--- src/rtl/bp_resolve_ctrl.sv ---
// Branch-resolution scheduler: queues fetch-time predictions in order, issues one
// predictor table update per resolved branch and repairs global history on a mispredict.
module bp_resolve_ctrl #(
  parameter int ADDR_W = 64,
  parameter int GHR_W  = 10,
  parameter int DEPTH  = 8,
  parameter int CNT_W  = 32
) (
  input  logic                       clk,
  input  logic                       rst,
  input  logic                       lookup_valid,
  output logic                       lookup_ready,
  input  logic [ADDR_W-1:0]          lookup_addr,
  input  logic                       pred_taken,
  input  logic [GHR_W-1:0]           pred_ghr,
  input  logic                       resolve_valid,
  output logic                       resolve_ready,
  input  logic                       resolve_taken,
  output logic                       upd_valid,
  input  logic                       upd_ready,
  output logic [ADDR_W-1:0]          upd_addr,
  output logic [GHR_W-1:0]           upd_ghr,
  output logic                       upd_taken,
  output logic                       upd_mispredict,
  output logic                       ghr_restore_valid,
  output logic [GHR_W-1:0]           ghr_restore_value,
  output logic [$clog2(DEPTH):0]     occupancy,
  output logic [CNT_W-1:0]           total_count,
  output logic [CNT_W-1:0]           hit_count
);

  localparam int PTR_W = $clog2(DEPTH);
  localparam logic [PTR_W:0]   L_DEPTH   = (PTR_W+1)'(DEPTH);
  localparam logic [PTR_W:0]   L_CNT_ONE = (PTR_W+1)'(1);
  localparam logic [PTR_W-1:0] L_PTR_ONE = PTR_W'(1);
  localparam logic [CNT_W-1:0] L_ACC_ONE = CNT_W'(1);

  typedef enum logic [1:0] {IDLE, UPDATE, RECOVER} state_t;

  state_t             r_state;
  logic [PTR_W-1:0]   r_head;
  logic [PTR_W-1:0]   r_tail;
  logic [PTR_W:0]     r_count;
  logic [ADDR_W-1:0]  r_addrMem [DEPTH];
  logic               r_predMem [DEPTH];
  logic [GHR_W-1:0]   r_ghrMem  [DEPTH];

  logic [ADDR_W-1:0]  r_updAddr;
  logic [GHR_W-1:0]   r_updGhr;
  logic               r_updTaken;
  logic               r_updMispredict;
  logic               r_ghrRestoreValid;
  logic [GHR_W-1:0]   r_ghrRestoreValue;
  logic [CNT_W-1:0]   r_totalCount;
  logic [CNT_W-1:0]   r_hitCount;

  logic w_push;
  logic w_pop;
  logic w_resolveAccept;

  // Nothing younger than a known mispredict may enter the queue.
  assign lookup_ready    = (r_count < L_DEPTH) && (r_state != RECOVER) &&
                           !((r_state == UPDATE) && r_updMispredict);
  assign resolve_ready   = (r_state == IDLE) && (r_count != '0);
  assign w_push          = lookup_valid && lookup_ready;
  assign w_pop           = (r_state == UPDATE) && upd_ready;
  assign w_resolveAccept = resolve_valid && resolve_ready;

  assign upd_valid         = (r_state == UPDATE);
  assign upd_addr          = r_updAddr;
  assign upd_ghr           = r_updGhr;
  assign upd_taken         = r_updTaken;
  assign upd_mispredict    = r_updMispredict;
  assign ghr_restore_valid = r_ghrRestoreValid;
  assign ghr_restore_value = r_ghrRestoreValue;
  assign occupancy         = r_count;
  assign total_count       = r_totalCount;
  assign hit_count         = r_hitCount;

  always_ff @(posedge clk) begin
    if (w_push) begin
      r_addrMem[r_tail] <= lookup_addr;
      r_predMem[r_tail] <= pred_taken;
      r_ghrMem[r_tail]  <= pred_ghr;
    end
  end

  always_ff @(posedge clk or posedge rst) begin
    if (rst) begin
      r_state           <= IDLE;
      r_head            <= '0;
      r_tail            <= '0;
      r_count           <= '0;
      r_updAddr         <= '0;
      r_updGhr          <= '0;
      r_updTaken        <= 1'b0;
      r_updMispredict   <= 1'b0;
      r_ghrRestoreValid <= 1'b0;
      r_ghrRestoreValue <= '0;
      r_totalCount      <= '0;
      r_hitCount        <= '0;
    end else begin
      r_ghrRestoreValid <= 1'b0;
      if (w_push) r_tail <= r_tail + L_PTR_ONE;

      if (r_state == RECOVER) begin
        r_count <= '0;
      end else begin
        case ({w_push, w_pop})
          2'b10:   r_count <= r_count + L_CNT_ONE;
          2'b01:   r_count <= r_count - L_CNT_ONE;
          default: r_count <= r_count;
        endcase
      end

      case (r_state)
        IDLE: begin
          if (w_resolveAccept) begin
            r_updAddr       <= r_addrMem[r_head];
            r_updGhr        <= r_ghrMem[r_head];
            r_updTaken      <= resolve_taken;
            r_updMispredict <= (r_predMem[r_head] != resolve_taken);
            r_state         <= UPDATE;
          end
        end
        UPDATE: begin
          if (upd_ready) begin
            r_head <= r_head + L_PTR_ONE;
            if (r_totalCount != '1) r_totalCount <= r_totalCount + L_ACC_ONE;
            if (!r_updMispredict && (r_hitCount != '1)) r_hitCount <= r_hitCount + L_ACC_ONE;
            if (r_updMispredict) begin
              r_ghrRestoreValid <= 1'b1;
              r_ghrRestoreValue <= {r_updGhr[GHR_W-2:0], r_updTaken};
              r_state           <= RECOVER;
            end else begin
              r_state <= IDLE;
            end
          end
        end
        RECOVER: begin
          r_tail  <= r_head;
          r_state <= IDLE;
        end
        default: r_state <= IDLE;
      endcase
    end
  end

endmodule
--- config.mk ---
export PLATFORM = sky130hd
export DESIGN_NAME = bp_resolve_ctrl
export DESIGN_NICKNAME = d
export VERILOG_FILES = /design/src/rtl/bp_resolve_ctrl.sv
export SDC_FILE = /design/constraint.sdc
export NUM_CORES = 1
export LEC_CHECK = 0
export ABC_AREA = 0
export CAP_MARGIN = 20
export CORE_ASPECT_RATIO = 0.6
export CORE_MARGIN = 1.5
export CORE_UTILIZATION = 39
export CTS_CLUSTER_DIAMETER = 50
export DETAILED_ROUTE_END_ITERATION = 8
export GPL_ROUTABILITY_DRIVEN = 0
export HOLD_SLACK_MARGIN = 0.03
export SLEW_MARGIN = 20
export SYNTH_ARGS = -nofsm -noshare
export SYNTH_HDL_FRONTEND = slang
export SYNTH_SLANG_ARGS = --single-unit
--- constraint.sdc ---
create_clock -name clk -period 7.1 [get_ports clk]
set_clock_uncertainty 0.05 [all_clocks]
set_input_delay 1.42 -clock clk [delete_from_list [all_inputs] [get_ports clk]]
set_output_delay 1.42 -clock clk [all_outputs]
set_load 0.01 [all_outputs]
== Word level (Yosys, flattened, before mapping) ==
Memories as Yosys holds them, arrays and structs flattened. A register that Yosys moved wholly into a read port is not among the register bits.
Index checks and enable logic that the tools add are counted.

* Register bits: 89
* Bits in latches: 0
* Bits in writable memories: 600
* Memory bits (read-only): 0
* Input bits: 81
* Output and inout bits: 158
* Word-level logic and storage cells: 63
* Memories kept: 3

* Add/sub/neg operators: 6
* Multipliers: 0
* Div/mod/pow operators: 0
* Order comparisons: 1
* Equality and inequality tests: 10
* Shifts and indexed selects: 0
* Multiplexer cells: 13
* Bitwise gates (word level): 0
* Reductions and logical operators: 20

{| class="wikitable"
|+ Memories
! memory !! words !! bits a word !! read ports !! clocked after memory_dff !! write ports !! line !! text
|-
| r_addrMem || 8 || 64 || 1 || 1 || 1 || 44 || <nowiki>logic [ADDR_W-1:0] r_addrMem [DEPTH];</nowiki>
|-
| r_ghrMem || 8 || 10 || 1 || 1 || 1 || 46 || <nowiki>logic [GHR_W-1:0] r_ghrMem [DEPTH];</nowiki>
|-
| r_predMem || 8 || 1 || 1 || 0 || 1 || 45 || <nowiki>logic r_predMem [DEPTH];</nowiki>
|}

{| class="wikitable"
|+ Operators by type and width
! cell !! count
|-
| 32-bit by 1-bit adder with 32-bit output, second input constant || 2
|-
| 32-bit != test, second input constant || 2
|-
| 3-bit AND reduction || 3
|-
| 1-bit logical AND || 8
|-
| 4-bit one-hot mux with 2 select lines || 1
|-
| 3-bit by 1-bit adder with 3-bit output, second input constant || 2
|-
| 2-bit 2-to-1 mux || 3
|-
| 3-bit 2-to-1 mux || 2
|-
| 2-bit AND reduction || 3
|-
| 1-bit 2-to-1 mux || 5
|-
| 4-bit by 1-bit adder with 4-bit output, second input constant || 1
|-
| 2-bit by 1-bit equality test with 1-bit output, second input constant || 2
|-
| 2-bit equality test, second input constant || 2
|-
| 4-bit < comparator, second input constant || 1
|-
| 4-bit 2-to-1 mux || 1
|-
| 2-bit != test, second input constant || 2
|-
| 2-bit one-hot mux with 2 select lines || 1
|-
| 4-bit nonzero test || 1
|-
| 4-bit by 1-bit subtractor with 4-bit output, second input constant || 1
|-
| 3-bit nonzero test || 1
|-
| 1-bit logical NOT || 2
|-
| 2-bit logical NOT || 1
|-
| 2-bit by 1-bit != test with 1-bit output, second input constant || 1
|-
| 2-bit nonzero test || 1
|-
| 1-bit != test || 1
|}

== Logic depth before layout (Yosys ltp) ==
* Depth in word-level cells: 8
* Gate-level depth with buffers: 11
* Depth with buffers taken out: 11

== Worst setup path after synthesis ==
No wires, ideal clock.

* Path type: in2reg
* From: in lookup_valid
* To: mem r_addrMem[0][0], enable pin
* Setup time: 600 ps
* Data arrival time: 6974 ps
* Required time: 6450 ps
* Setup slack: -524 ps
* Stages: 3
* Path buffers: 0
* Cells stage by stage: nand2_1 > or2_2 > nor3_1

* Word-level cells in the longest chain between the ends: 3

{| class="wikitable"
|+ Ends and longest elaborated chain
! what !! line !! text
|-
| from (decl) || 11 || <nowiki>input logic lookup_valid,</nowiki>
|-
| 1-bit logical AND || 65 || <nowiki>assign w_push = lookup_valid && lookup_ready;</nowiki>
|-
| 1-bit 2-to-1 mux || 81 || <nowiki>if (w_push) begin</nowiki>
|-
| 1-bit 2-to-1 mux (not written as such) || 82 || <nowiki>r_addrMem[r_tail] <= lookup_addr;</nowiki>
|-
| to (decl) || 44 ||
|}

No other way between the ends.

== Worst setup path after layout ==
* From: reg r_state[1]
* To: out lookup_ready

* Word-level cells in the longest chain between the ends: 4
* Elaborated cells between the ends (all ways): 6
* Classes of those cells: eq/ne (2); reduce/logical (4)

{| class="wikitable"
|+ Ends and longest elaborated chain
! what !! line !! text
|-
| from (decl) || 40 || <nowiki>state_t r_state;</nowiki>
|-
| from (signal assigned) || 90 || <nowiki>r_state <= IDLE;</nowiki>
|-
| from (signal assigned) || 123 || <nowiki>r_state <= UPDATE;</nowiki>
|-
| from (signal assigned) || 134 || <nowiki>r_state <= RECOVER;</nowiki>
|-
| 2-bit by 1-bit equality test with 1-bit output || 63 || <nowiki>!((r_state == UPDATE) && r_updMispredict);</nowiki>
|-
| 1-bit logical AND || 63 ||
|-
| 1-bit logical NOT || 63 ||
|-
| 1-bit logical AND * || 62 || <nowiki>assign lookup_ready = (r_count < L_DEPTH) && (r_state != RECOVER) &&</nowiki>
|-
| to (decl) || 12 || <nowiki>output logic lookup_ready,</nowiki>
|}

Mark *: on every way between the ends. The rest lies on a longest branch, timed or not.

==> metrics.md <==
| Metric | Value |
|---|---|
| Avg WL per Cell | 22.5 um |
| Tot GR Track Use | 0.168 |
| Residual DRC | 0 |
| Final setup TNS | 0 ns |
| RSZ-0062 raised after global routing | false |
| Slew Viols, Final | 0 |
| Synth unique cells | 47 |
| Fin nets | 1864 |
| P per Cell Area | 392 mW/mm^2 |
| CTS Hold Buffers Added | 0 |
| CTS tree | built |
| Vias/cell | 5.20 |
| IO Pins | 239 |
| Mapped Area | 0.0291 sq mm |
| Switch Pwr | 0.00397 W |
| Pin count of the biggest net entering global routing | 100 |
| Worst Path Max Fanout | 11 |
| Post-DP HPWL | 37300 um |
| Synth Area in Compound Gates | 0.0195 |
| Post-synth ARST share | 0.214 |
| Syn Nets | 1587 |
| Min-Delay Path Depth | 2 |
| Crit-path slowest cell | nor2b_1 |
| Initial Utilization | 0.395 |
| Worst EP required | 5.63 ns |
| Worst Setup Start Kind | flop |
| DR iter-0 viols | 1200 |
| Critical path type | flop to output port |
| Worst-path clk slew | 0.06 ns |
| Slew headroom | 0.313 |
| Largest family of logic cells by synthesized area | multiplexers |
| Commonest non-fill, non-tap cell in the layout | edfxtp_1 |
| Die height | 215 um |
| Most frequent cells in the layout | 600 x edfxtp_1, 238 x clkdlybuf4s50_1, 160 x dfrtp_1, 150 x mux4_2, 104 x nand2_1 |
| Port bufs | 238 |
| Area of the multi-input gates | 0.00684 sq mm |
| Reg area | 0.0221 sq mm |
| Synth Area in XOR/XNOR | 0.0195 |
| Hold slack final | 0.429 ns |
| Comb pwr share | 0.257 |
| Crit-path cells | nor2b_1, a211oi_1, buf_4, clkdlybuf4s50_1 |
| HP Class | flop to flop |
| LEAKAGE | 12.2 nW |
| Sw Share | 0.285 |
| CTS root buf | clkbuf_16 |
| CTS Buf Count | 75 |
| Mean post-synth cell area | 19.5 sq um |
| First-pass DRT Iterations | 5 |
| WP data arrival | 2.53 ns |
| Internal | 0.00995 W |
| Gr ovfl total | 0 |
| Initial antenna violation count | 10 |
| Remaining antenna violation count | 0 |
| Syn-to-layout area delta | 21.9% |
| Hold Violations, Final | 0 |
| H-tree level count | 3 |
| # Max-Cap Violations | 0 |
| Stages on worst setup path | 4 |
| FF+latch count, synth | 763 |
| Number of global-route vias before repair | 14900 |
| Period utilization | 0.563 |
| Fillers | 6144 |
| Top_reg_cell synth | edfxtp_1 |
| Crit end category | output port |
| Resized Gates After CTS | 0 |
| Post-synth EDFFs | 600 |
| Mapped Cells | 1498 |
| Mux contribution to synthesized area | 0.148 |
| VDD IR max | 0.000223 V |
| Final setup vio count | 0 |
| Die Wd | 356 um |
| Worst R2R Path Depth | 7 |
| Clk pwr share | 0.308 |
| Max Clock Freq | 0.250 GHz |
| Utilization after layout | 0.481 |
| Fraction of layout cells with a size suffix above 1 | 0.179 |
| Max clock buf depth | 3 |
| Status | complete, no violations |
| Core Area | 0.0738 sq mm |
| Actual slew at the worst max-slew pin | 1.03 ns |
| Max incr delay on CP | 0.71 ns |
| Adder-cell share of the synthesized area | 0.00344 |
| Yosys Warn Count | 0 |
| Clk Latency, worst-skew pair | 0.62 ns |
| Share of power burned in registers | 0.435 |
| Final wirelength | 63500 um |
| Via Count | 14700 |
| Die area | 0.0764 sq mm |
| Row count | 77 |
| Min Tclk post-route | 4.00 ns |
| First-pass GRT wire length | 96500 um |
| Post-CTS Setup Inserts | 0 |
| Sequential fraction of the synthesis area | 0.758 |
| Post-Synth Simple-Gate Area | 0.0419 |
| Clk sinks | 763 |
| Cell family with most CP delay | simple AND/OR/NAND/NOR gates |
| CP bufs+invs | 2 |
## cell families after synthesis
family / Yosys count
adders and majority gates: 8
buffers and inverters: 71
muxes: 240
DFF: 763
AOI/OAI and AO/OA: 103
xor gates and xnor gates: 65
and+or+nand+nor: 248
## metal layers
| layer | up-vias | GRT usage | routed length [um] |
|---|---|---|---|
| li1 | 6527 | - | - |
| met1 | 7702 | 0.251 | 30000 |
| met2 | 366 | 0.250 | 28800 |
| met3 | 96 | 0.0389 | 3560 |
| met4 | 12 | 0.0431 | 1110 |
| met5 | - | 0 | 76 |
## Yosys cell counts, drive strengths merged (20+ instances only)
cell type	count	area, sq um
edfxtp	600	18000
nor2	28	105
dfrtp	163	4080
o21ai	80	400
nand2	105	394
buf	28	123
nand4	22	144
nand3	39	195
mux4	150	3380
xnor2	45	394
xor2	20	175
mux2i	77	771
clkbuf	36	135
## worst min-delay path, stage by stage (launching register included)
cell	delay (ns)
dfrtp_1	0.34
nand2_1	0.05
o21ai_0	0.06
## flip-flops by register name (all words and copies together), names as in the netlist
signal and flops:
ghr_restore_value 10, upd_ghr 10, r_predMem 8, r_state 2, ghr_restore_valid 1, r_head 3, upd_addr 64, r_addrMem 512
total_count 32, hit_count 32, occupancy 4, upd_mispredict 1, upd_taken 1, r_ghrMem 80, r_tail 3
## final timing paths
check | startpoint | to | slack [ns]
worst max-delay path | r_state[1] | lookup_ready | 3.10
worst min-delay path | upd_addr[37] | upd_addr[37] | 0.43
worst max register to register | r_state[1] | r_addrMem[4][15] | 3.54
worst min register to register | upd_addr[37] | upd_addr[37] | 0.43
max in group asynchronous | rst | upd_addr[11] | 4.34
min in group asynchronous | rst | total_count[25] | 1.30
## power by group through the flow
stage / combinational, W / sequential, W / clock (W)
finish: 0.00358 / 0.00605 / 0.00429
global route: 0.00392 / 0.00614 / 0.00457
CTS: 0.00369 / 0.00607 / 0.00440
detailed placement: 0.00368 / 0.00615 / 0
global placement: 0.00364 / 0.00612 / 0
floorplan: 0.00223 / 0.00605 / 0
## layout make-up
cell class | instances | share of cell area
antenna | 2 | 0.000141
sequential | 763 | 0.623
clock buffer | 102 | 0.0609
tap | 987 | 0.0348
timing repair buffer | 264 | 0.0731
inverter | 7 | 0.000951
clock inverter | 37 | 0.0150
multi-input combinational | 664 | 0.193
## metrics by stage
stage / total power (W) / setup slack (ns) / instance area (sq um) / std cells
2_1_floorplan: 0.00828 / 1.23 / 29100 / 1498
3_3_place_gp: 0.00977 / 2.71 / 32800 / 2684
3_5_place_dp: 0.00983 / 2.66 / 32800 / 2685
4_1_cts: 0.0142 / 3.10 / 35500 / 2824
5_1_grt: 0.0146 / 2.93 / 35500 / 2826
6_report: 0.0139 / 3.10 / 35500 / 2826
(Power assumes the default switching activity.)
